## src/rtl/fp_add_rr_sched.sv

```systemverilog
`default_nettype none
// ============================================================================
// fp_add_rr_sched : round-robin scheduler sharing one pipelined fp_add unit
//                   among NUM_REQ requesters, with ID-tagged result routing.
// Revision        : 1.0
// ============================================================================
module fp_add_rr_sched #(
  parameter int WIDTH     = 16,
  parameter int NUM_REQ   = 4,
  parameter int FPADD_LAT = 2
) (
  input  logic                     clk,
  input  logic                     rst,
  input  logic                     enable_i,
  input  logic [NUM_REQ-1:0]       req_valid_i,
  output logic [NUM_REQ-1:0]       req_ready_o,
  input  logic [NUM_REQ*WIDTH-1:0] req_a_i,
  input  logic [NUM_REQ*WIDTH-1:0] req_b_i,
  input  logic [NUM_REQ*3-1:0]     req_rm_i,
  output logic [NUM_REQ-1:0]       rsp_valid_o,
  output logic [WIDTH-1:0]         rsp_result_o,
  output logic [WIDTH-1:0]         add_a_o,
  output logic [WIDTH-1:0]         add_b_o,
  output logic [2:0]               add_rm_o,
  input  logic [WIDTH-1:0]         add_result_i,
  output logic                     busy_o
);

  localparam int IDW    = (NUM_REQ > 1) ? $clog2(NUM_REQ) : 1;
  localparam int STAGES = FPADD_LAT + 1;

  logic [IDW-1:0]             ptr_q, ptr_d;
  logic                       grant_found;
  logic [IDW-1:0]             grant_id;
  logic                       accept;

  logic [WIDTH-1:0]           add_a_q, add_a_d;
  logic [WIDTH-1:0]           add_b_q, add_b_d;
  logic [2:0]                 add_rm_q, add_rm_d;

  logic [STAGES-1:0]          tag_vld_q, tag_vld_d;
  logic [STAGES-1:0][IDW-1:0] tag_id_q, tag_id_d;

  logic [NUM_REQ-1:0]         rsp_valid_q, rsp_valid_d;
  logic [WIDTH-1:0]           rsp_result_q, rsp_result_d;

  // Requester index reached by stepping 'off' places up from p, modulo NUM_REQ.
  function automatic logic [IDW-1:0] wrap_idx(input logic [IDW-1:0] p, input int off);
    int s;
    s = int'(p) + off;
    if (s >= NUM_REQ) s = s - NUM_REQ;
    return s[IDW-1:0];
  endfunction

  always_comb begin
    grant_found = 1'b0;
    grant_id    = '0;
    for (int off = 0; off < NUM_REQ; off++) begin
      if (!grant_found && req_valid_i[wrap_idx(ptr_q, off)]) begin
        grant_found = 1'b1;
        grant_id    = wrap_idx(ptr_q, off);
      end
    end
  end

  always_comb begin
    req_ready_o = '0;
    if (grant_found && enable_i && !rst) req_ready_o[grant_id] = 1'b1;
  end

  assign accept = |(req_ready_o & req_valid_i);

  always_comb begin
    ptr_d    = ptr_q;
    add_a_d  = add_a_q;
    add_b_d  = add_b_q;
    add_rm_d = add_rm_q;
    if (accept) begin
      ptr_d    = (grant_id == IDW'(NUM_REQ - 1)) ? '0 : grant_id + 1'b1;
      add_a_d  = req_a_i[grant_id*WIDTH +: WIDTH];
      add_b_d  = req_b_i[grant_id*WIDTH +: WIDTH];
      add_rm_d = req_rm_i[grant_id*3 +: 3];
    end
  end

  // Stage FPADD_LAT lines up with add_result_i for the op it describes.
  always_comb begin
    tag_vld_d = {tag_vld_q[STAGES-2:0], accept};
    tag_id_d  = {tag_id_q[STAGES-2:0], grant_id};
  end

  always_comb begin
    rsp_valid_d  = '0;
    rsp_result_d = rsp_result_q;
    if (tag_vld_q[FPADD_LAT]) begin
      rsp_valid_d[tag_id_q[FPADD_LAT]] = 1'b1;
      rsp_result_d                     = add_result_i;
    end
  end

  always_ff @(posedge clk) begin
    if (rst) begin
      ptr_q        <= '0;
      add_a_q      <= '0;
      add_b_q      <= '0;
      add_rm_q     <= '0;
      tag_vld_q    <= '0;
      tag_id_q     <= '0;
      rsp_valid_q  <= '0;
      rsp_result_q <= '0;
    end else begin
      ptr_q        <= ptr_d;
      add_a_q      <= add_a_d;
      add_b_q      <= add_b_d;
      add_rm_q     <= add_rm_d;
      tag_vld_q    <= tag_vld_d;
      tag_id_q     <= tag_id_d;
      rsp_valid_q  <= rsp_valid_d;
      rsp_result_q <= rsp_result_d;
    end
  end

  assign add_a_o      = add_a_q;
  assign add_b_o      = add_b_q;
  assign add_rm_o     = add_rm_q;
  assign rsp_valid_o  = rsp_valid_q;
  assign rsp_result_o = rsp_result_q;
  assign busy_o       = (|tag_vld_q) | accept;

endmodule
`default_nettype wire

```

## config.mk

```make
export PLATFORM = sky130hd
export DESIGN_NAME = fp_add_rr_sched
export DESIGN_NICKNAME = d
export VERILOG_FILES = /design/src/rtl/fp_add_rr_sched.sv
export SDC_FILE = /design/constraint.sdc
export NUM_CORES = 1
export LEC_CHECK = 0
export ABC_AREA = 1
export CORE_UTILIZATION = 35
export DETAILED_ROUTE_END_ITERATION = 10
export PLACE_DENSITY = 0.77
export SYNTH_ARGS = -nofsm -noshare
export SYNTH_HDL_FRONTEND = slang
export SYNTH_SLANG_ARGS = --single-unit
export TNS_END_PERCENT = 5
```

## constraint.sdc

```tcl
create_clock -name clk -period 3.1 [get_ports clk]
set_input_delay 0.775 -clock clk [delete_from_list [all_inputs] [get_ports clk]]
set_output_delay 0.775 -clock clk [all_outputs]
set_load 0.05 [all_outputs]
```

==> impl_results.html, run 1 <==
<table>
<tr><th>Metric</th><th>Value</th></tr>
<tr><th colspan="2">Drt</th></tr>
<tr><td>Number of detailed-route iterations in the first pass</td><td>4</td></tr>
<tr><td>Count of routing violations after the opening detailed-route iteration</td><td>approximately 230</td></tr>
<tr><td>Vias per Instance</td><td>between 4 and 5</td></tr>
<tr><td>Number of remaining DRC errors</td><td>0</td></tr>
<tr><td>Overall via count from detail_route</td><td>between 4,000 and 5,000</td></tr>
<tr><td>Number of nets still failing antenna checks after routing</td><td>0</td></tr>
<tr><td>WL per Instance</td><td>about 13 um</td></tr>
<tr><td>Total wirelength of the detailed-routed design</td><td>about 13,000 um</td></tr>
<tr><th colspan="2">Cells and area</th></tr>
<tr><td>Area growth, synth to finish</td><td>76.17%</td></tr>
<tr><td>Most used cells in the layout excluding fill and tap cells</td><td>clkdlybuf4s50_1 (213), nand3_1 (179), nand2_1 (169), inv_1 (83), dfxtp_1 (64)</td></tr>
<tr><td>Count of inserted antenna diode cells</td><td>0</td></tr>
<tr><td>Final net count</td><td>1,056</td></tr>
<tr><td>Layout cell share with drive strength beyond 1</td><td>0.1349</td></tr>
<tr><td>Total of fill cells in the finished design</td><td>1,002</td></tr>
<tr><td>Count of placed standard cells in the final layout, fillers left out</td><td>between 1,000 and 1,500</td></tr>
<tr><td>Most common cell after layout, fill and taps aside</td><td>clkdlybuf4s50_1</td></tr>
<tr><th colspan="2">Synth</th></tr>
<tr><td>Share of Yosys cell area claimed by the top area cell type</td><td>0.3306</td></tr>
<tr><td>Most area-consuming cells after synthesis</td><td>dfxtp_1 (33%), nand3_1 (23%), nand2_1 (18%), inv_1 (8.4%), nor2_1 (4.1%)</td></tr>
<tr><td>Post-synth top area cell</td><td>dfxtp_1</td></tr>
<tr><td>Sequential element share of the synthesized area</td><td>0.3306</td></tr>
<tr><td>Yosys cell types</td><td>23</td></tr>
<tr><td>Mean area per synthesized cell</td><td>around 6 um^2</td></tr>
<tr><td>Number of storage elements in the synthesis netlist</td><td>66</td></tr>
<tr><td>Net count after synthesis</td><td>830</td></tr>
<tr><td>Synth Warn #</td><td>0</td></tr>
<tr><td>Post-synthesis cell area</td><td>~4000 um^2</td></tr>
<tr><td>Number of instances in the synthesized netlist</td><td>roughly 670</td></tr>
<tr><th colspan="2">Power</th></tr>
<tr><td>Cell leakage power</td><td>~3.4 nW</td></tr>
<tr><td>Maximum vdd drop</td><td>0.4469 mV</td></tr>
<tr><td>Total Power Consumption</td><td>between 6 and 7 mW</td></tr>
<tr><td>Pwr Density</td><td>around 890 nW/um^2</td></tr>
<tr><th colspan="2">Run</th></tr>
<tr><td>Reported max-cap violation count</td><td>0</td></tr>
<tr><th colspan="2">Hold path</th></tr>
<tr><td>Class of the worst hold path</td><td>flop to flop</td></tr>
<tr><td>Source of the worst hold timing path</td><td>tag_id_d[3]$_SDFF_PP0_</td></tr>
<tr><th colspan="2">STA</th></tr>
<tr><td>Part of the cycle the worst path needs</td><td>1.002</td></tr>
<tr><td>Unrepaired setup endpoints after global routing</td><td>true</td></tr>
<tr><td>Worst slew margin relative to its limit</td><td>0.5038</td></tr>
<tr><td>Worst Slack Setup Final</td><td>-0.005022 ns</td></tr>
<tr><td>Max Clock Freq</td><td>~320 MHz</td></tr>
<tr><td>Final number of setup-violating endpoints</td><td>1</td></tr>
<tr><td>Worst-Margin Slew</td><td>~0.74 ns</td></tr>
<tr><td>Clock period minus worst slack</td><td>3.105 ns</td></tr>
<tr><td>Max-slew violation total from the final report</td><td>0</td></tr>
<tr><td>Clock skew after layout</td><td>0.005503 ns</td></tr>
<tr><td>Setup TNS</td><td>-0.005022 ns</td></tr>
<tr><td>Final Hold Fails</td><td>0</td></tr>
<tr><th colspan="2">Clock tree</th></tr>
<tr><td>Clock input transition at the sequential cells of the worst setup and hold paths</td><td>~0.050 ns</td></tr>
<tr><td>TritonCTS buffer count</td><td>9</td></tr>
<tr><td>Clock tree sinks</td><td>66</td></tr>
<tr><td>Clock root buffer</td><td>clkbuf_16</td></tr>
<tr><td>Htree depth</td><td>3</td></tr>
<tr><td>Clock tree from TritonCTS</td><td>built</td></tr>
<tr><td>Max Root-Sink Buffers</td><td>2</td></tr>
<tr><td>Clock latency at the later pin of the worst-skew pair</td><td>about 0.32 ns</td></tr>
<tr><th colspan="2">Worst setup path</th></tr>
<tr><td>Cells along the critical path</td><td>buf_6 -&gt; inv_2 -&gt; nand2_2 -&gt; nand3_4 -&gt; nand2_4 -&gt; nor2_4 -&gt; nand4_1 -&gt; nand3_4 -&gt; ha_4 -&gt; inv_2 -&gt; nor2_4 -&gt; nand2_2 -&gt; nand2_2 -&gt; nor2_4 -&gt; nand4_1 -&gt; buf_6</td></tr>
<tr><td>Startpoint of the lowest-slack register-to-register path</td><td>ptr_q[0]$_SDFFE_PP0P_</td></tr>
<tr><td>Combined buffer and inverter count along the critical path</td><td>4</td></tr>
<tr><td>Critical Path End Type</td><td>primary output</td></tr>
<tr><td>Setup crit start</td><td>req_valid_i[2]</td></tr>
<tr><td>Critical path class</td><td>primary input to primary output</td></tr>
<tr><td>Biggest fanout along the worst timing path</td><td>5</td></tr>
<tr><td>Largest delay contributor family on the critical path</td><td>simple AND/OR/NAND/NOR gates</td></tr>
<tr><td>WP data required</td><td>between 2 and 2.5 ns</td></tr>
<tr><td>Startpoint type of the worst setup path</td><td>primary input</td></tr>
<tr><td>Crit path arrival time</td><td>roughly 2.3 ns</td></tr>
<tr><td>Largest stage delay on the critical path</td><td>roughly 0.17 ns</td></tr>
<tr><td>Slowest cell on the critical path</td><td>nand4_1</td></tr>
<tr><th colspan="2">Status</th></tr>
<tr><td>Status</td><td>finished, violations left</td></tr>
<tr><td>Failing checks</td><td>setup timing</td></tr>
<tr><th colspan="2">Place</th></tr>
<tr><td>Port Buffer Count</td><td>222</td></tr>
<tr><td>Worst slack at placement</td><td>-0.5603 ns</td></tr>
<tr><td>Global placer's final weighted congestion</td><td>roughly 0.86</td></tr>
<tr><td>Number of cells in the design after placement</td><td>slightly above 1,000</td></tr>
<tr><td>HPWL Detailed</td><td>9796 um</td></tr>
<tr><th colspan="2">GRT</th></tr>
<tr><td>Number of global-route vias before repair</td><td>4,362</td></tr>
<tr><td>Aggregate global-route resource usage</td><td>0.2264</td></tr>
<tr><td>Global-route congestion overflow total</td><td>0</td></tr>
<tr><td>Global-route wire length before repair</td><td>roughly 21,000 um</td></tr>
<tr><td>Largest net degree at the start of global routing</td><td>72</td></tr>
<tr><td>Antenna violations before repair</td><td>0</td></tr>
<tr><th colspan="2">Floorplan</th></tr>
<tr><td>Full die area</td><td>about 12,000 um^2</td></tr>
<tr><td>Num ports</td><td>between 200 and 250</td></tr>
<tr><td>Die W</td><td>108.9 um</td></tr>
<tr><td>Starting utilization of the core area</td><td>0.3639</td></tr>
<tr><td>Row count</td><td>38</td></tr>
<tr><td>Core footprint</td><td>10,980 um^2</td></tr>
<tr><td>Height of the die</td><td>about 110 um</td></tr>
</table>
==> state kept, by name (all words and copies together), names as in the netlist <==
name	flops
add_a_o	16
rsp_valid_o	4
tag_id_d	4
add_b_o	16
tag_id_q	2
add_rm_o	3
tag_vld_q	3
ptr_q	2
rsp_result_o	16
==> where the power goes <==
group          internal (mW)  switching [mW]
registers               1.04           0.102
clock network          0.794           0.388
logic                   1.42            2.49
total                   3.26            2.98
==> kinds of logic after synthesis <==
family / synth area share
buffers and inverters: 0.1471
DFF: 0.3306
AOI/OAI and AO/OA: 0.02379
adders and majority gates: 0.003130
and+or+nand+nor: 0.4953
==> through the flow <==
step	utilization	cell area, um^2	hold slack [ns]
floorplan	-	4088	0.3883
global placement	0.5885	6464	0.3892
detailed placement	0.5885	6464	0.3992
CTS	0.6284	6902	0.4067
global route	0.6410	7041	0.4353
finish	0.6410	7041	0.4049
==> worst paths after layout <==
kind	slack, ns	endpoint	depth (start not counted)
setup / recovery	-0.005	busy_o	16
hold / removal	0.40	tag_id_d[5]$_SDFF_PP0_	2
setup reg to reg	0.54	add_a_o[3]$_SDFFE_PP0P_	15
hold reg to reg	0.40	tag_id_d[5]$_SDFF_PP0_	2
==> synth_stat cells (all sizes together) <==
cell type / instances
nand2: 195
nand3: 191
inv: 94
dfxtp: 66
nor2: 47
buf: 25
clkbuf: 18
o21ai: 17
nand4: 4
nor3: 4
a21oi: 2
clkinv: 2
ha: 1
==> timing repair <==
item | 4_1_cts | 5_1_grt
setup endpoints to repair | 5 | 4
setup buffers | 8 | 4
gates resized for setup | 34 | 32
hold buffers | 0 | 0
pin swaps | 15 | 17
hold endpoints to repair | 0 | 0
==> routing by layer <==
layer,track usage,wire (um)
met1,0.2564,5403
met2,0.4064,6712
met3,0.07651,1134
met4,0.05405,142
met5,0,0
==> layout make-up <==
type | instances | area (um^2) | area share
Clock buffer | 9 | 225.2 | 0.03199
Sequential cell | 66 | 1329 | 0.1887
Tap cell | 140 | 175.2 | 0.02488
Timing Repair Buffer | 258 | 2540 | 0.3608
Clock inverter | 7 | 123.9 | 0.01759
Inverter | 96 | 372.9 | 0.05296
Multi-Input combinational cell | 461 | 2275 | 0.3231
==> worst register-to-register path, cell delays in order, from the launching register on <==
cell	delay, ns
dfxtp_4	0.43
inv_8	0.08
nand2_2	0.07
nand2_2	0.09
nand2_2	0.09
nand2_4	0.07
nor2_4	0.16
nand4_1	0.17
nand3_4	0.15
buf_4	0.12
buf_4	0.55
nand2_1	0.19
nand3_1	0.10
nand3_1	0.09
nand2_1	0.08
nand2_1	0.05
(Power assumes the default switching activity.)
==> inputs of run 2 (changes only) <==
- CAP_MARGIN: unset -> 20
- CORE_UTILIZATION: 35 -> 39
- PLACE_DENSITY: 0.77 -> 0.81
- clock period: 3.1 -> 3.5 ns (I/O delays scaled with it)
==> impl_results.html, run 2 (synthesized netlist as in run 1, its figures left out) <==
<table>
<tr><th>Metric</th><th>Value</th></tr>
<tr><th colspan="2">GRT</th></tr>
<tr><td>Antenna violations before repair</td><td>0</td></tr>
<tr><td>Largest net degree at the start of global routing</td><td>72</td></tr>
<tr><td>Global-route wire length before repair</td><td>between 15,000 and 20,000 um</td></tr>
<tr><td>Aggregate global-route resource usage</td><td>0.2423</td></tr>
<tr><td>Global-route congestion overflow total</td><td>0</td></tr>
<tr><td>Number of global-route vias before repair</td><td>4,414</td></tr>
<tr><th colspan="2">Power</th></tr>
<tr><td>Pwr Density</td><td>741.0 nW/um^2</td></tr>
<tr><td>Maximum vdd drop</td><td>roughly 0.60 mV</td></tr>
<tr><td>Switching share of power</td><td>0.5096</td></tr>
<tr><td>Power spent charging and discharging nets</td><td>2.536 mW</td></tr>
<tr><td>Cell leakage power</td><td>around 3.2 nW</td></tr>
<tr><td>P_int</td><td>~2.4 mW</td></tr>
<tr><td>Portion of total power attributed to the clock network</td><td>0.126</td></tr>
<tr><td>Combinational Power Share</td><td>0.672</td></tr>
<tr><td>Sequential Power Share</td><td>0.202</td></tr>
<tr><td>Total Power Consumption</td><td>between 4 and 5 mW</td></tr>
<tr><th colspan="2">Floorplan</th></tr>
<tr><td>Die W</td><td>103.2 um</td></tr>
<tr><td>Core footprint</td><td>9864 um^2</td></tr>
<tr><td>Height of the die</td><td>a little over 100 um</td></tr>
<tr><td>Full die area</td><td>around 11,000 um^2</td></tr>
<tr><td>Row count</td><td>36</td></tr>
<tr><td>Starting utilization of the core area</td><td>0.4051</td></tr>
<tr><td>Num ports</td><td>223</td></tr>
<tr><th colspan="2">Clock tree</th></tr>
<tr><td>Htree depth</td><td>3</td></tr>
<tr><td>Max Root-Sink Buffers</td><td>2</td></tr>
<tr><td>Clock tree from TritonCTS</td><td>built</td></tr>
<tr><td>Clock latency at the later pin of the worst-skew pair</td><td>about 0.33 ns</td></tr>
<tr><td>Clock root buffer</td><td>clkbuf_8</td></tr>
<tr><td>Clock input transition at the sequential cells of the worst setup and hold paths</td><td>approximately 0.070 ns</td></tr>
<tr><td>TritonCTS buffer count</td><td>9</td></tr>
<tr><td>Clock tree sinks</td><td>66</td></tr>
<tr><th colspan="2">Drt</th></tr>
<tr><td>Total wirelength of the detailed-routed design</td><td>13,460 um</td></tr>
<tr><td>Number of nets still failing antenna checks after routing</td><td>0</td></tr>
<tr><td>Number of detailed-route iterations in the first pass</td><td>5</td></tr>
<tr><td>Overall via count from detail_route</td><td>~4,900</td></tr>
<tr><td>WL per Instance</td><td>13.16 um</td></tr>
<tr><td>Vias per Instance</td><td>about 4.8</td></tr>
<tr><td>Number of remaining DRC errors</td><td>0</td></tr>
<tr><td>Count of routing violations after the opening detailed-route iteration</td><td>119</td></tr>
<tr><th colspan="2">STA</th></tr>
<tr><td>Clock period minus worst slack</td><td>~3.4 ns</td></tr>
<tr><td>Worst-Margin Slew</td><td>approximately 0.70 ns</td></tr>
<tr><td>Part of the cycle the worst path needs</td><td>0.9624</td></tr>
<tr><td>Max Clock Freq</td><td>296.9 MHz</td></tr>
<tr><td>Final number of setup-violating endpoints</td><td>0</td></tr>
<tr><td>Clock skew after layout</td><td>roughly 0.0076 ns</td></tr>
<tr><td>Worst Slack Setup Final</td><td>about 0.13 ns</td></tr>
<tr><td>Max-slew violation total from the final report</td><td>0</td></tr>
<tr><td>Setup TNS</td><td>0 ns</td></tr>
<tr><td>Worst slew margin relative to its limit</td><td>0.5332</td></tr>
<tr><td>Final Hold Fails</td><td>0</td></tr>
<tr><th colspan="2">Hold path</th></tr>
<tr><td>Class of the worst hold path</td><td>flop to flop</td></tr>
<tr><th colspan="2">Worst setup path</th></tr>
<tr><td>Biggest fanout along the worst timing path</td><td>5</td></tr>
<tr><td>Cells along the critical path</td><td>buf_4 -&gt; inv_1 -&gt; nand2_1 -&gt; nand3_2 -&gt; nand2_4 -&gt; nor2_4 -&gt; nand4_1 -&gt; nand3_4 -&gt; ha_4 -&gt; inv_2 -&gt; nor2_4 -&gt; nand2_2 -&gt; nand2_2 -&gt; nor2_4 -&gt; nand4_1 -&gt; buf_6</td></tr>
<tr><td>Slowest cell on the critical path</td><td>buf_6</td></tr>
<tr><td>Critical path class</td><td>primary input to primary output</td></tr>
<tr><td>Most frequent cell on the critical path</td><td>nor2_4</td></tr>
<tr><td>Startpoint type of the worst setup path</td><td>primary input</td></tr>
<tr><td>Critical Path End Type</td><td>primary output</td></tr>
<tr><td>WP data required</td><td>2.62 ns</td></tr>
<tr><td>Largest delay contributor family on the critical path</td><td>simple AND/OR/NAND/NOR gates</td></tr>
<tr><td>Combined buffer and inverter count along the critical path</td><td>4</td></tr>
<tr><td>Largest stage delay on the critical path</td><td>between 0.15 and 0.2 ns</td></tr>
<tr><td>Crit path arrival time</td><td>2.49 ns</td></tr>
<tr><th colspan="2">Cells and area</th></tr>
<tr><td>Layout cell share with drive strength beyond 1</td><td>0.1079</td></tr>
<tr><td>Area growth, synth to finish</td><td>68.03%</td></tr>
<tr><td>Count of inserted antenna diode cells</td><td>0</td></tr>
<tr><td>Most used cells in the layout excluding fill and tap cells</td><td>clkdlybuf4s50_1 (213), nand3_1 (179), nand2_1 (178), inv_1 (86), dfxtp_1 (66)</td></tr>
<tr><td>Final net count</td><td>~1,100</td></tr>
<tr><td>Most common cell after layout, fill and taps aside</td><td>clkdlybuf4s50_1</td></tr>
<tr><th colspan="2">Place</th></tr>
<tr><td>HPWL Detailed</td><td>a little over 10,000 um</td></tr>
<tr><td>Worst slack at placement</td><td>-0.3728 ns</td></tr>
<tr><td>Port Buffer Count</td><td>roughly 220</td></tr>
<tr><td>Global placer's final weighted congestion</td><td>roughly 0.84</td></tr>
<tr><th colspan="2">Run</th></tr>
<tr><td>Reported max-cap violation count</td><td>0</td></tr>
<tr><th colspan="2">Status</th></tr>
<tr><td>Status</td><td>finished, final reports clean</td></tr>
</table>
## run 2: cell types whose count changed in the layout (fill, tap and decap cells not counted), sizes merged
cell	previous run	this run
clkinv	1	2
inv	98	94
clkbuf	9	13
bufinv	3	1
clkinvlp	1	3
buf	45	37
## run 2: cell type report
class | count | area [um^2]
clock buffer | 11 | 141.4
clock inverter | 4 | 52.55
fill | 870 | 3149
inverter | 96 | 362.8
multi-input combinational | 461 | 2212
sequential | 66 | 1321
tap | 133 | 166.4
timing repair buffer | 252 | 2459
## run 2: worst paths after layout
check / startpoint / end / slack (ns) / depth (start not counted)
hold / removal: tag_id_d[5]$_SDFF_PP0_ / tag_id_q[5]$_SDFF_PP0_ / 0.40 / 2
setup / recovery: req_valid_i[2] / busy_o / 0.13 / 16
hold reg to reg: tag_id_d[5]$_SDFF_PP0_ / tag_id_q[5]$_SDFF_PP0_ / 0.40 / 2
setup reg to reg: ptr_q[1]$_SDFFE_PP0P_ / add_a_o[1]$_SDFFE_PP0P_ / 0.83 / 15
## run 2: stage by stage
step,std cells,cell area (um^2),hold slack [ns],util
final,1023,6715,0.3996,0.6807
after CTS,1020,6678,0.4018,0.6769
after floorplan,666,4088,0.3883,-
after global placement,1003,6450,0.3892,0.6539
after detailed placement,1003,6450,0.3916,0.6539
after global routing,1023,6715,0.4202,0.6807
## run 2: power by group through the flow
stage / Clock, mW / Sequential [mW] / Combinational [mW]
after floorplan: 0 / 1.42 / 1.98
after global placement: 0 / 1.01 / 3.24
after detailed placement: 0 / 1.02 / 3.29
after CTS: 0.649 / 1.01 / 3.32
after global routing: 0.679 / 1.02 / 3.67
final: 0.627 / 1.01 / 3.34
## run 2: timing repair
item,in CTS,in global routing
pin swaps,4,13
hold buffers,0,0
endpoints found under the hold margin,0,0
setup endpoints to repair,5,2
gates resized for setup,14,15
setup buffers,2,3
gates cloned,0,0
## run 2: worst reg2reg max path: cells and delay by family, from the launching register on
family	cells	cell delay (ns)
buf+inv	3	0.79
flops	1	0.48
simple gates	12	1.28
## run 2: routing by layer
metal  wire length (um)  GRT usage  part of all wire  vias up
li1                   -          -                 -     2529
met1               5353     0.2594              0.40     2197
met2               6748     0.4436              0.50      180
met3               1044    0.07594             0.078       23
met4                316    0.09534             0.023        0
met5                  0          0                 0        -
==> edit 1 (config.mk and constraints of run 2) <==
Set the parameter `NUM_REQ` to 2 (it was 4).
--- a/src/rtl/fp_add_rr_sched.sv
+++ b/src/rtl/fp_add_rr_sched.sv
@@ -6,7 +6,7 @@
 // ============================================================================
 module fp_add_rr_sched #(
   parameter int WIDTH     = 16,
-  parameter int NUM_REQ   = 4,
+  parameter int NUM_REQ   = 2,
   parameter int FPADD_LAT = 2
 ) (
   input  logic                     clk,
Interface: changed (6 resized); port bits go from 223 to 147. The function was not compared with the original's and may differ.
==> edit 1 against run 2 <==
The run now ends with design-rule violations left; critical endpoint is now req_ready_o[0]; routed wire length fell by 44%; highest routed layer unchanged; area after synthesis fell by 33%; sequential power fell by 28%; total power fell by 62%; sequential cell count fell by 6; final area fell by 34%; setup slack improved by 0.29 ns; register-to-register slack improved by 1.2 ns; critical path type unchanged.
==> edit 1: results <==
export IMPL_layout_drive_gt1_share=0.06019
export IMPL_post_cts_buffers=0
export IMPL_post_dp_hpwl_mm=5.393
export IMPL_violations="design-rule violations"
export IMPL_r2r_cells=7
export IMPL_met3_usage=0.07178
export IMPL_met3RoutedLength_um=498
export IMPL_synth_top_area_frac=0.4509
export IMPL_min_to="rsp_valid_o[0]"
export IMPL_grt_pass1_wl_mm=12.70
export IMPL_arrival_ns=2.20
export IMPL_post_place_ws_ns=0.4194
export IMPL_reg2reg_slack_ns=2.03
export IMPL_drc=7
export IMPL_yosysSeqAreaShare=0.4509
export IMPL_synth_nets=461
export IMPL_tightest_slew_ns=0.5734
export IMPL_whs_path_depth=1
export IMPL_drt_iter0_markers=132
export IMPL_slowest_stage="clkdlybuf4s50_1"
export IMPL_grtUsageMet1=0.2517
export IMPL_grtUsageTotal=0.2231
export IMPL_grt_pass1_vias=2739
export IMPL_status="complete, but fails checks"
export IMPL_reg2reg_from="ptr_q"
edit 1: final cells by class:
cell class              instances  area (um2)
inverters                      47       176.4
flip-flops and latches         60        1201
multi-input cells             238        1154
fillers                       569        2031
well taps                      77       96.34
clock buffers                   9       123.9
clock inverters                 7       125.1
repair buffers                154        1551
edit 1: cells by family after synthesis:
family | count (synthesis) | synth area share
AO/OA/AOI/OAI | 53 | 0.1015
AND/OR/NAND/NOR | 185 | 0.3316
buffers and inverters | 72 | 0.1160
flip-flops | 60 | 0.4509
edit 1: worst register-to-register path: stages, from the launching register on:
cell	delay (ns)
dfxtp_1	0.30
inv_1	0.08
nand2_1	0.07
nand2_1	0.22
buf_4	0.39
nand2_1	0.11
nand3_1	0.11
a21oi_1	0.07
edit 1: power breakdown:
group	switching [W]	internal, W	leakage (nW)	total, W
clock	0.000278	0.000477	0.124	0.000755
sequential	0.0000156	0.000714	0.489	0.000730
combinational	0.000222	0.000187	1.24	0.000409
edit 1: metrics by stage:
| stage | utilization | instances | hold slack, ns | cell area [um2] |
|---|---|---|---|---|
| 2_1_floorplan | - | 370 | 0.3883 | 2664 |
| 3_3_place_gp | 0.6470 | 576 | 0.3894 | 4179 |
| 3_5_place_dp | 0.6470 | 576 | 0.3951 | 4179 |
| 4_1_cts | 0.6856 | 592 | 0.4129 | 4428 |
| 5_1_grt | 0.6856 | 592 | 0.4328 | 4428 |
| 6_report | 0.6856 | 592 | 0.4115 | 4428 |
edit 1: how the worst max path moves through the flow:
stage / start / endpoint / slack, ns
floorplan: req_valid_i[1] / req_ready_o[0] / 0.55
global placement: req_valid_i[1] / req_ready_o[0] / 0.45
detailed placement: rst / req_ready_o[1] / 0.42
CTS: rst / req_ready_o[1] / 0.40
global route: req_valid_i[1] / req_ready_o[1] / 0.28
finish: rst / req_ready_o[0] / 0.42
==> edit 2 (settings of run 2) <==
Without the edit above. Take the reset off `tag_id_q` and `rsp_result_q` and load them in a clocked block of their own.
--- a/src/rtl/fp_add_rr_sched.sv
+++ b/src/rtl/fp_add_rr_sched.sv
@@ -105,19 +105,20 @@
       add_b_q      <= '0;
       add_rm_q     <= '0;
       tag_vld_q    <= '0;
-      tag_id_q     <= '0;
       rsp_valid_q  <= '0;
-      rsp_result_q <= '0;
     end else begin
       ptr_q        <= ptr_d;
       add_a_q      <= add_a_d;
       add_b_q      <= add_b_d;
       add_rm_q     <= add_rm_d;
       tag_vld_q    <= tag_vld_d;
-      tag_id_q     <= tag_id_d;
       rsp_valid_q  <= rsp_valid_d;
-      rsp_result_q <= rsp_result_d;
     end
+  end
+
+  always_ff @(posedge clk) begin
+    tag_id_q     <= tag_id_d;
+    rsp_result_q <= rsp_result_d;
   end
 
   assign add_a_o      = add_a_q;
Function: differs if rst is asserted again (counterexample within 10 cycles, from zero or initial values and one cycle with rst high); with rst held inactive, the same outputs for 10 cycles.
==> edit 2 against run 2 <==
First-iteration DRC count grew 68%; final area grew 1.5%; critical path depth shrank 3; register-to-register slack worse by 0.22 ns; setup slack worse by 0.066 ns; total power is 18% higher; area after synthesis grew 2.5%; synthesized cell count fell by 4.1%; sequential cell count did not move; routed wire length up 3.2%; clock skew down 0.0021 ns; die area rose by 2.5%.
==> edit 2: results <==
export IMPL_antenna_cells=0
export IMPL_routed_wl_mm=13.90
export IMPL_layout_drive_gt1_share=0.09767
export IMPL_met3_usage=0.06266
export IMPL_port_buffers=222
export IMPL_via_count=5016
export IMPL_met3RoutedLength_mm=1.154
export IMPL_grtUsageTotal=0.2524
export IMPL_worst_skew_pair_late_latency_ns=0.33
export IMPL_post_drt_wl_per_cell_um=13.95
export IMPL_synth_nets=803
export IMPL_syn_inst=639
export IMPL_internal_power_w=0.002794
export IMPL_ys_types=24
export IMPL_met2_length_mm=6.945
export IMPL_cpPeakStageDelay_ns=0.24
export IMPL_slew_headroom=0.5179
export IMPL_numCtsBuffers=9
export IMPL_use_met2=0.4626
export IMPL_synth_commonest_cells="289 x nand2_1, 80 x nand3_1, 51 x inv_1"
export IMPL_dr_pass1_iters=5
export IMPL_finalClockSkew_ns=0.005452
export IMPL_clk_pin_slew_ns=0.07
export IMPL_nFillCells=892
export IMPL_yosysWarningCount=0
export IMPL_post_dp_hpwl_mm=10.32
export IMPL_dp_cells=979
export IMPL_chipWidth_um=104.5
export IMPL_grt_pass1_wl_mm=22.17
export IMPL_wirelength_met1_mm=5.458
export IMPL_synth_ff_type="dfxtp_1"
export IMPL_yosysSeqAreaShare=0.3615
export IMPL_grt_max_degree=71
export IMPL_drt_iter0_markers=200
export IMPL_num_nets_final=1019
export IMPL_place_gp_congestion=0.9654
export IMPL_status="completed"
export IMPL_p_leak_nw=3.233
export IMPL_grt_pass1_vias=4695
export IMPL_crit_path_max_fanout=5
export IMPL_max_vdd_ir_drop_v=0.0004569
export IMPL_synthTopCellsByArea="nand2_1 26%, dfxtp_1 24%, edfxtp_1 12%, nand3_1 9.8%, nand3b_1 6.4%"
export IMPL_post_dp_cell_area_mm2=0.006546
export IMPL_slowest_stage="dlygate4sd2_1"
export IMPL_synth_edff_count=16
export IMPL_grtUsageMet1=0.2785
export IMPL_arrival_ns=2.56
-- edit 2: changes by cell type in the layout (fill, tap and decap cells not counted), sizes merged, moves of 3 or more --
| cell | run 2 | this run |
|---|---|---|
| nand3b | 0 | 35 |
| o21ai | 17 | 0 |
| nand4 | 4 | 39 |
| nand2 | 195 | 293 |
| clkbuf | 13 | 10 |
| nand3 | 191 | 82 |
| nor2 | 47 | 11 |
| dfxtp | 66 | 50 |
| nor3 | 4 | 8 |
| dlygate4sd2 | 0 | 4 |
| inv | 94 | 54 |
| buf | 37 | 34 |
| edfxtp | 0 | 16 |
-- edit 2: cells by family (layout without fill, tap and decap cells) --
| logic type | after synthesis | after routing | synth area share |
|---|---|---|---|
| simple gates | 469 | 469 | 0.5215 |
| buf+inv | 101 | 322 | 0.1087 |
| flops | 66 | 66 | 0.3615 |
| compound gates | 2 | 2 | 0.005191 |
| fa+ha+maj | 1 | 1 | 0.003053 |
-- edit 2: metrics by stage --
stage | total power (W) | util | setup TNS, ns | setup WS (ns)
3_3_place_gp | 0.005075 | 0.6370 | -1.302 | -0.1835
2_1_floorplan | 0.003903 | - | -0.5817 | -0.2031
5_1_grt | 0.006303 | 0.6633 | -0.07085 | -0.06080
3_5_place_dp | 0.005167 | 0.6370 | -6.871 | -0.2878
6_report | 0.005869 | 0.6633 | 0 | 0.06526
4_1_cts | 0.005846 | 0.6605 | 0 | 0.05682
-- edit 2: timing repair --
item                                    CTS  global route
endpoints found under the hold margin     0             0
gates resized for setup                  23             6
setup buffers                             1             0
endpoints found under the setup margin    5             5
pin swaps                                10             2
-- edit 2: power by group through the flow --
stage | logic, W | clock network, W | registers (W)
after global placement | 0.00385 | 0 | 0.00122
after CTS | 0.00400 | 0.000625 | 0.00122
final | 0.00403 | 0.000613 | 0.00122
after global routing | 0.00438 | 0.000665 | 0.00125
after detailed placement | 0.00393 | 0 | 0.00124
after floorplan | 0.00195 | 0 | 0.00196
-- edit 2: final timing paths --
kind	from	endpoint	slack, ns	depth (start not counted)
worst min-delay path	tag_id_d[3]	tag_id_d[5]	0.33	0
worst max register to register	ptr_q[0]	add_a_o[4]	0.61	16
worst max-delay path	req_valid_i[0]	busy_o	0.07	13
worst min register to register	tag_id_d[3]	tag_id_d[5]	0.33	0
-- edit 2: layout make-up --
type                    count  area, um2  share of cell area
repair buffers            251       2496              0.3662
multi-input cells         472       2276              0.3339
flip-flops and latches     66       1483              0.2175
inverters                  55      206.4             0.03029
well taps                 136      170.2             0.02496
clock buffers              10      127.6             0.01872
clock inverters             6      57.56            0.008443
